### src/rtl/exu_issue_pkg.sv
// Shared definitions for the operand-issue stage: opcodes, ALU function keys, class tags and
// the decoded-beat record carried through the output register and skid entry.
package exu_issue_pkg;

    localparam logic [6:0] OpcOp     = 7'b0110011;
    localparam logic [6:0] OpcOpImm  = 7'b0010011;
    localparam logic [6:0] OpcLui    = 7'b0110111;
    localparam logic [6:0] OpcAuipc  = 7'b0010111;
    localparam logic [6:0] OpcJal    = 7'b1101111;
    localparam logic [6:0] OpcJalr   = 7'b1100111;
    localparam logic [6:0] OpcLoad   = 7'b0000011;
    localparam logic [6:0] OpcStore  = 7'b0100011;
    localparam logic [6:0] OpcBranch = 7'b1100011;

    // Key layout is {funct3[2:0], funct7[6:0]}.
    localparam logic [9:0] KeyAdd  = 10'h000;
    localparam logic [9:0] KeySub  = 10'h020;
    localparam logic [9:0] KeySlt  = 10'h100;
    localparam logic [9:0] KeySltu = 10'h180;
    localparam logic [9:0] KeySra  = 10'h2A0;

    typedef enum logic [2:0] {
        ClsAlu     = 3'd0,
        ClsLoad    = 3'd1,
        ClsStore   = 3'd2,
        ClsBranch  = 3'd3,
        ClsJump    = 3'd4,
        ClsIllegal = 3'd7
    } cls_e;

    typedef struct packed {
        logic [31:0] asrc1;
        logic [31:0] asrc2;
        logic [9:0]  func;
        logic [4:0]  rd;
        cls_e        cls;
        logic [31:0] pc;
    } issue_t;

    function automatic logic [9:0] func_key(input logic [2:0] f3, input logic [6:0] f7);
        return {f3, f7};
    endfunction

endpackage

### src/rtl/exu_issue_decode.sv
// Combinational decode of one RV32I instruction into ALU operands, function key, rd and class.
module issue_decode
    import exu_issue_pkg::*;
(
    input  logic [31:0] inst,
    input  logic [31:0] pc,
    input  logic [31:0] rs1_data,
    input  logic [31:0] rs2_data,
    output issue_t      dec
);

    logic [6:0]  opcode;
    logic [2:0]  f3;
    logic [6:0]  f7;
    logic [4:0]  rd;
    logic [31:0] imm_i;
    logic [31:0] imm_u;
    logic [31:0] shamt;
    logic        is_shift;

    assign opcode   = inst[6:0];
    assign rd       = inst[11:7];
    assign f3       = inst[14:12];
    assign f7       = inst[31:25];
    assign imm_i    = {{20{inst[31]}}, inst[31:20]};
    assign imm_u    = {inst[31:12], 12'h000};
    assign shamt    = {27'h0, inst[24:20]};
    assign is_shift = (f3 == 3'd1) || (f3 == 3'd5);

    always_comb begin
        dec = '{asrc1: '0, asrc2: '0, func: KeyAdd, rd: '0, cls: ClsIllegal, pc: pc};
        case (opcode)
            OpcOp: begin
                dec.asrc1 = rs1_data;
                dec.asrc2 = rs2_data;
                dec.func  = func_key(f3, f7);
                dec.rd    = rd;
                dec.cls   = ClsAlu;
            end
            OpcOpImm: begin
                // Shifts pass only shamt; funct7 survives in the key for SRAI/SRLI.
                dec.asrc1 = rs1_data;
                dec.asrc2 = is_shift ? shamt : imm_i;
                dec.func  = func_key(f3, (f3 == 3'd5) ? f7 : 7'h00);
                dec.rd    = rd;
                dec.cls   = ClsAlu;
            end
            OpcLui: begin
                dec.asrc2 = imm_u;
                dec.rd    = rd;
                dec.cls   = ClsAlu;
            end
            OpcAuipc: begin
                dec.asrc1 = pc;
                dec.asrc2 = imm_u;
                dec.rd    = rd;
                dec.cls   = ClsAlu;
            end
            OpcJal, OpcJalr: begin
                dec.asrc1 = pc;
                dec.asrc2 = 32'd4;
                dec.rd    = rd;
                dec.cls   = ClsJump;
            end
            OpcLoad: begin
                dec.asrc1 = rs1_data;
                dec.asrc2 = rs2_data;
                dec.rd    = rd;
                dec.cls   = ClsLoad;
            end
            OpcStore: begin
                dec.asrc1 = rs1_data;
                dec.asrc2 = rs2_data;
                dec.cls   = ClsStore;
            end
            OpcBranch: begin
                // funct3 010/011 are not branches and stay illegal.
                if (f3[2:1] != 2'b01) begin
                    dec.asrc1 = rs1_data;
                    dec.asrc2 = rs2_data;
                    dec.cls   = ClsBranch;
                    case (f3[2:1])
                        2'b00:   dec.func = KeySub;
                        2'b10:   dec.func = KeySlt;
                        default: dec.func = KeySltu;
                    endcase
                end
            end
            default: ;
        endcase
    end

endmodule

### src/rtl/exu_issue.sv
// Operand-issue stage between IDU and EXU: decode, valid/ready handshake, flush.
// ISSUE_SKID_EN adds a skid entry so in_ready is registered and independent of out_ready.
module exu_issue
    import exu_issue_pkg::*;
#(
    parameter int unsigned XLEN   = 32,
    parameter logic [31:0] RST_PC = 32'h0000_0000
) (
    input  logic            clk,
    input  logic            rst,
    input  logic            flush,
    input  logic            in_valid,
    output logic            in_ready,
    input  logic [31:0]     in_inst,
    input  logic [XLEN-1:0] in_pc,
    output logic [4:0]      rs1_addr,
    output logic [4:0]      rs2_addr,
    input  logic [XLEN-1:0] rs1_data,
    input  logic [XLEN-1:0] rs2_data,
    output logic            out_valid,
    input  logic            out_ready,
    output logic [XLEN-1:0] asrc1,
    output logic [XLEN-1:0] asrc2,
    output logic [9:0]      funcEU,
    output logic [4:0]      out_rd,
    output logic [XLEN-1:0] out_pc,
    output logic [2:0]      out_cls
);

    localparam issue_t ResetBeat = '{asrc1: '0, asrc2: '0, func: '0, rd: '0, cls: ClsAlu,
                                     pc: RST_PC};

    issue_t dec;
    issue_t out_q, out_d;
    logic   out_valid_q, out_valid_d;
    logic   out_load;
    logic   in_fire;

    assign rs1_addr = in_inst[19:15];
    assign rs2_addr = in_inst[24:20];

    issue_decode u_decode (
        .inst     (in_inst),
        .pc       (in_pc),
        .rs1_data (rs1_data),
        .rs2_data (rs2_data),
        .dec      (dec)
    );

    assign out_load = !out_valid_q || out_ready;
    assign in_fire  = in_valid && in_ready;

`ifdef ISSUE_SKID_EN
    issue_t skid_q, skid_d;
    logic   skid_valid_q, skid_valid_d;

    assign in_ready = !rst && !flush && !skid_valid_q;

    always_comb begin
        out_d        = out_q;
        out_valid_d  = out_valid_q;
        skid_d       = skid_q;
        skid_valid_d = skid_valid_q;
        if (out_load) begin
            // A parked beat is older than anything upstream, so it always goes first.
            if (skid_valid_q) begin
                out_d        = skid_q;
                out_valid_d  = 1'b1;
                skid_valid_d = 1'b0;
            end else if (in_fire) begin
                out_d       = dec;
                out_valid_d = 1'b1;
            end else begin
                out_valid_d = 1'b0;
            end
        end else if (in_fire) begin
            skid_d       = dec;
            skid_valid_d = 1'b1;
        end
        if (flush) begin
            out_valid_d  = 1'b0;
            skid_valid_d = 1'b0;
        end
    end

    always_ff @(posedge clk) begin
        if (rst) begin
            skid_q       <= ResetBeat;
            skid_valid_q <= 1'b0;
        end else begin
            skid_q       <= skid_d;
            skid_valid_q <= skid_valid_d;
        end
    end
`else
    assign in_ready = !rst && !flush && out_load;

    always_comb begin
        out_d       = out_q;
        out_valid_d = out_valid_q;
        if (out_load) begin
            out_valid_d = in_fire;
            if (in_fire) begin
                out_d = dec;
            end
        end
        if (flush) begin
            out_valid_d = 1'b0;
        end
    end
`endif

    always_ff @(posedge clk) begin
        if (rst) begin
            out_q       <= ResetBeat;
            out_valid_q <= 1'b0;
        end else begin
            out_q       <= out_d;
            out_valid_q <= out_valid_d;
        end
    end

    assign out_valid = out_valid_q;
    assign asrc1     = out_q.asrc1;
    assign asrc2     = out_q.asrc2;
    assign funcEU    = out_q.func;
    assign out_rd    = out_q.rd;
    assign out_pc    = out_q.pc;
    assign out_cls   = out_q.cls;

endmodule

### config.mk
export PLATFORM = sky130hd
export DESIGN_NAME = exu_issue
export DESIGN_NICKNAME = d
export VERILOG_FILES = /design/src/rtl/exu_issue_pkg.sv /design/src/rtl/exu_issue_decode.sv /design/src/rtl/exu_issue.sv
export SDC_FILE = /design/constraint.sdc
export NUM_CORES = 1
export LEC_CHECK = 0
export ABC_AREA = 1
export BUFFER_PORTS_ARGS = -buffer_cell sky130_fd_sc_hd__buf_4
export CAP_MARGIN = 40
export CORE_AREA = 2 2 128 130
export DETAILED_ROUTE_END_ITERATION = 10
export DIE_AREA = 0 0 130 132
export PLACE_DENSITY = 0.68
export REMOVE_ABC_BUFFERS = 1
export SETUP_SLACK_MARGIN = 0.2
export SLEW_MARGIN = 20
export SYNTH_ARGS = -nofsm -noshare
export SYNTH_HDL_FRONTEND = slang
export SYNTH_SLANG_ARGS = --single-unit
### constraint.sdc
create_clock -name clk -period 2.75 [get_ports clk]
set_input_delay 0.55 -clock clk [delete_from_list [all_inputs] [get_ports clk]]
set_output_delay 0.55 -clock clk [all_outputs]
set_load 0.02 [all_outputs]
==> implementation parameters <==
Parameter                              Value

Placement
  Post-detail-place hpwl    12850 um
  Buffers on Ports    258
  GP Congestion    0.7815

GRT
  Wire length of the first global-routing pass    29450 um
  Largest net degree at the start of global routing    106
  Initial antenna violation count    0
  Via count of the first global-routing pass    5759
  Overflow left after global routing    0
  Total global routing track utilization    0.2154

Timing
  Final sum of negative setup slack    0 ps
  Slew HR    0.5570
  Min Clock Period, post-route    1780 ps
  Number of hold violations in the final report    0
  Measured slew at the worst slew-check pin    664.5 ps
  Upper clock frequency limit    561.9 MHz
  Max-slew violations    0
  Setup skew after layout    6.477 ps
  Final-report setup violation count    0
  Share of the cycle needed by the critical path after routing    0.6472
  Setup repair after global routing missed its margin    no

Outcome
  Status    complete, no violations

Die
  Io pins    259
  Core Rows    46
  Die Ht    132 um
  Starting utilization of the core area    0.3934
  Die width    130 um
  Core area    0.01571 mm^2
  Die Outline Area    0.01716 mm^2

Detailed routing
  Average vias per placed instance    4.742
  DR pass1 iterations    5
  DRC violation count after routing    0
  Iteration-0 DRC Markers    302
  Final Routed Wirelength    18820 um
  Total number of vias    6165
  WL per Instance    14.48 um
  Final ANT Viol Nets    0

Logic synthesis
  Share of the synthesized area in the top cell type    0.3725
  Number of unique standard cell types used by synthesis    29
  Mapped cell area    0.006181 mm^2
  Most used standard cells in the synthesized netlist    nand2_1 (328), dfxtp_1 (115), nand2_2 (73)
  Share of flip-flops with an asynchronous set or reset after synthesis    0
  Synth Register Bits    115
  Part of the Yosys area used for sequential elements    0.3725
  Ranking of synthesized cells by area    dfxtp_1 (37%), nand2_1 (20%), nand2_2 (7.4%)
  Top cell type by total area after synthesis    dfxtp_1
  Number of flops mapped to enable cells by yosys    0
  Most common cell in the netlist    nand2_1
  Most used flip-flop cell after synthesis    dfxtp_1
  Warnings, synthesis    0
  Synthesized area per cell    7.280 um^2
  Number of cells produced by synthesis    849

Flow run
  Number of maximum-capacitance violations    0

Clocking
  Post CTS Setup Buffer Count    0
  CTS Hold Bufs    0
  Clk slew on worst S/H paths    50 ps
  Clock Path Buffers    2
  Max H-tree Level    4
  Clock buffer count from CTS    17
  Number of clock sinks    115
  Root buffer cell    clkbuf_16
  Clock latency reported for the late side of the worst-skew pair    410 ps
  Post_cts resized    0
  CTS tree    done

Setup path
  Critical Path Start    out_valid
  Sort of element at the start of the critical path    flop
  Launching point of the worst reg2reg path    out_valid
  Cells on worst reg2reg path    8
  Critical path peak fanout    49
  Destination of the critical timing path    out_pc[5]
  WS Path Type    flop to flop
  Arrival time of the worst setup path    2110 ps
  Worst R2R End    out_pc[5]
  Worst reg-to-reg setup slack    970 ps
  Required time at the endpoint of the critical path    3080 ps
  Critical Path Sink Type    flop

Power
  Worst IR Drop VDD    0.3787 mV
  Power per standard cell area    490.2 mW/mm^2
  Leakage power    0.004021 uW
  Overall Power    4216 uW

Final layout
  Synth-to-Final Area Change    39.15%
  Antenna diode count    0
  Ratio of cells with drive above 1 in the final layout    0.4373
  Nets@finish    1205
  Post-route core utilization    0.5474

Hold path
  Worst min-delay path category    input pin to flop
-- cells in the final DEF, fill, tap and decap left out, drive strengths merged, types with 10 or more instances in the layout --
cell type / count
nand2: 405
buf: 269
dfxtp: 115
a21oi: 109
nand3: 80
inv: 36
clkbuf: 20
nor2: 15
o21ai: 10
clkinv: 10
-- per-layer routing --
metal	GRT usage	part of all wire
met5	0	0
met4	0.08662	0.025
met3	0.05682	0.062
met2	0.3429	0.46
met1	0.2761	0.45
-- metrics by stage --
| stage | worst slack, ps | hold slack, ps | std cells | cell area [um^2] |
|---|---|---|---|---|
| finish | 970.2 | 399.9 | 1300 | 8601 |
| global route | 787.4 | 385.5 | 1300 | 8601 |
| CTS | 945.2 | 380.7 | 1300 | 8601 |
| detailed placement | 678.3 | 455.4 | 1269 | 8065 |
| global placement | 697.7 | 452.1 | 1269 | 8065 |
| floorplan | -502.9 | 538.9 | 784 | 5736 |
-- cells by family (layout without fill, tap and decap cells) --
family,after synthesis,in the layout,synth area share
and+or+nand+nor,507,507,0.4049
DFF,115,115,0.3725
AOI/OAI and AO/OA,124,124,0.1261
buffers and inverters,103,338,0.09656
-- critical path: stages (launching register included) --
cell     delay, ps
dfxtp_1        310
inv_1           50
nor2_1          40
inv_1          140
nand3_4        170
inv_4          430
buf_12         280
nand2_1         70
a21oi_1        150
-- area by class of cell --
class	count	area, um^2
Clock inverter	11	88.84
Sequential cell	115	2302
Timing Repair Buffer	269	2057
Clock buffer	20	446.7
Inverter	38	153.9
Multi-Input combinational cell	631	3282
Fill cell	1589	7112
Tap cell	216	270.3
-- where the power goes --
group	total (uW)	internal [uW]	switching (uW)
Combinational	485	212	273
Sequential	1710	1690	13.4
Clock	2020	1250	777
-- state kept, by name, indices dropped and copies added (netlist names) --
name,flops
asrc2,32
asrc1,32
out_rd,5
out_valid,1
out_pc,32
funcEU,10
out_cls,3
-- worst min-delay path by stage --
stage	depth (start not counted)	to	start	slack, ps
2_1_floorplan	2	asrc1[0]	asrc1[0]	540
3_3_place_gp	2	out_pc[23]	out_pc[23]	450
3_5_place_dp	2	asrc2[1]	asrc2[1]	460
4_1_cts	3	out_rd[4]	in_inst[11]	380
5_1_grt	3	out_rd[4]	in_inst[11]	390
6_report	3	out_rd[4]	in_inst[11]	400
Note: power is estimated with default switching activity, not from simulation.
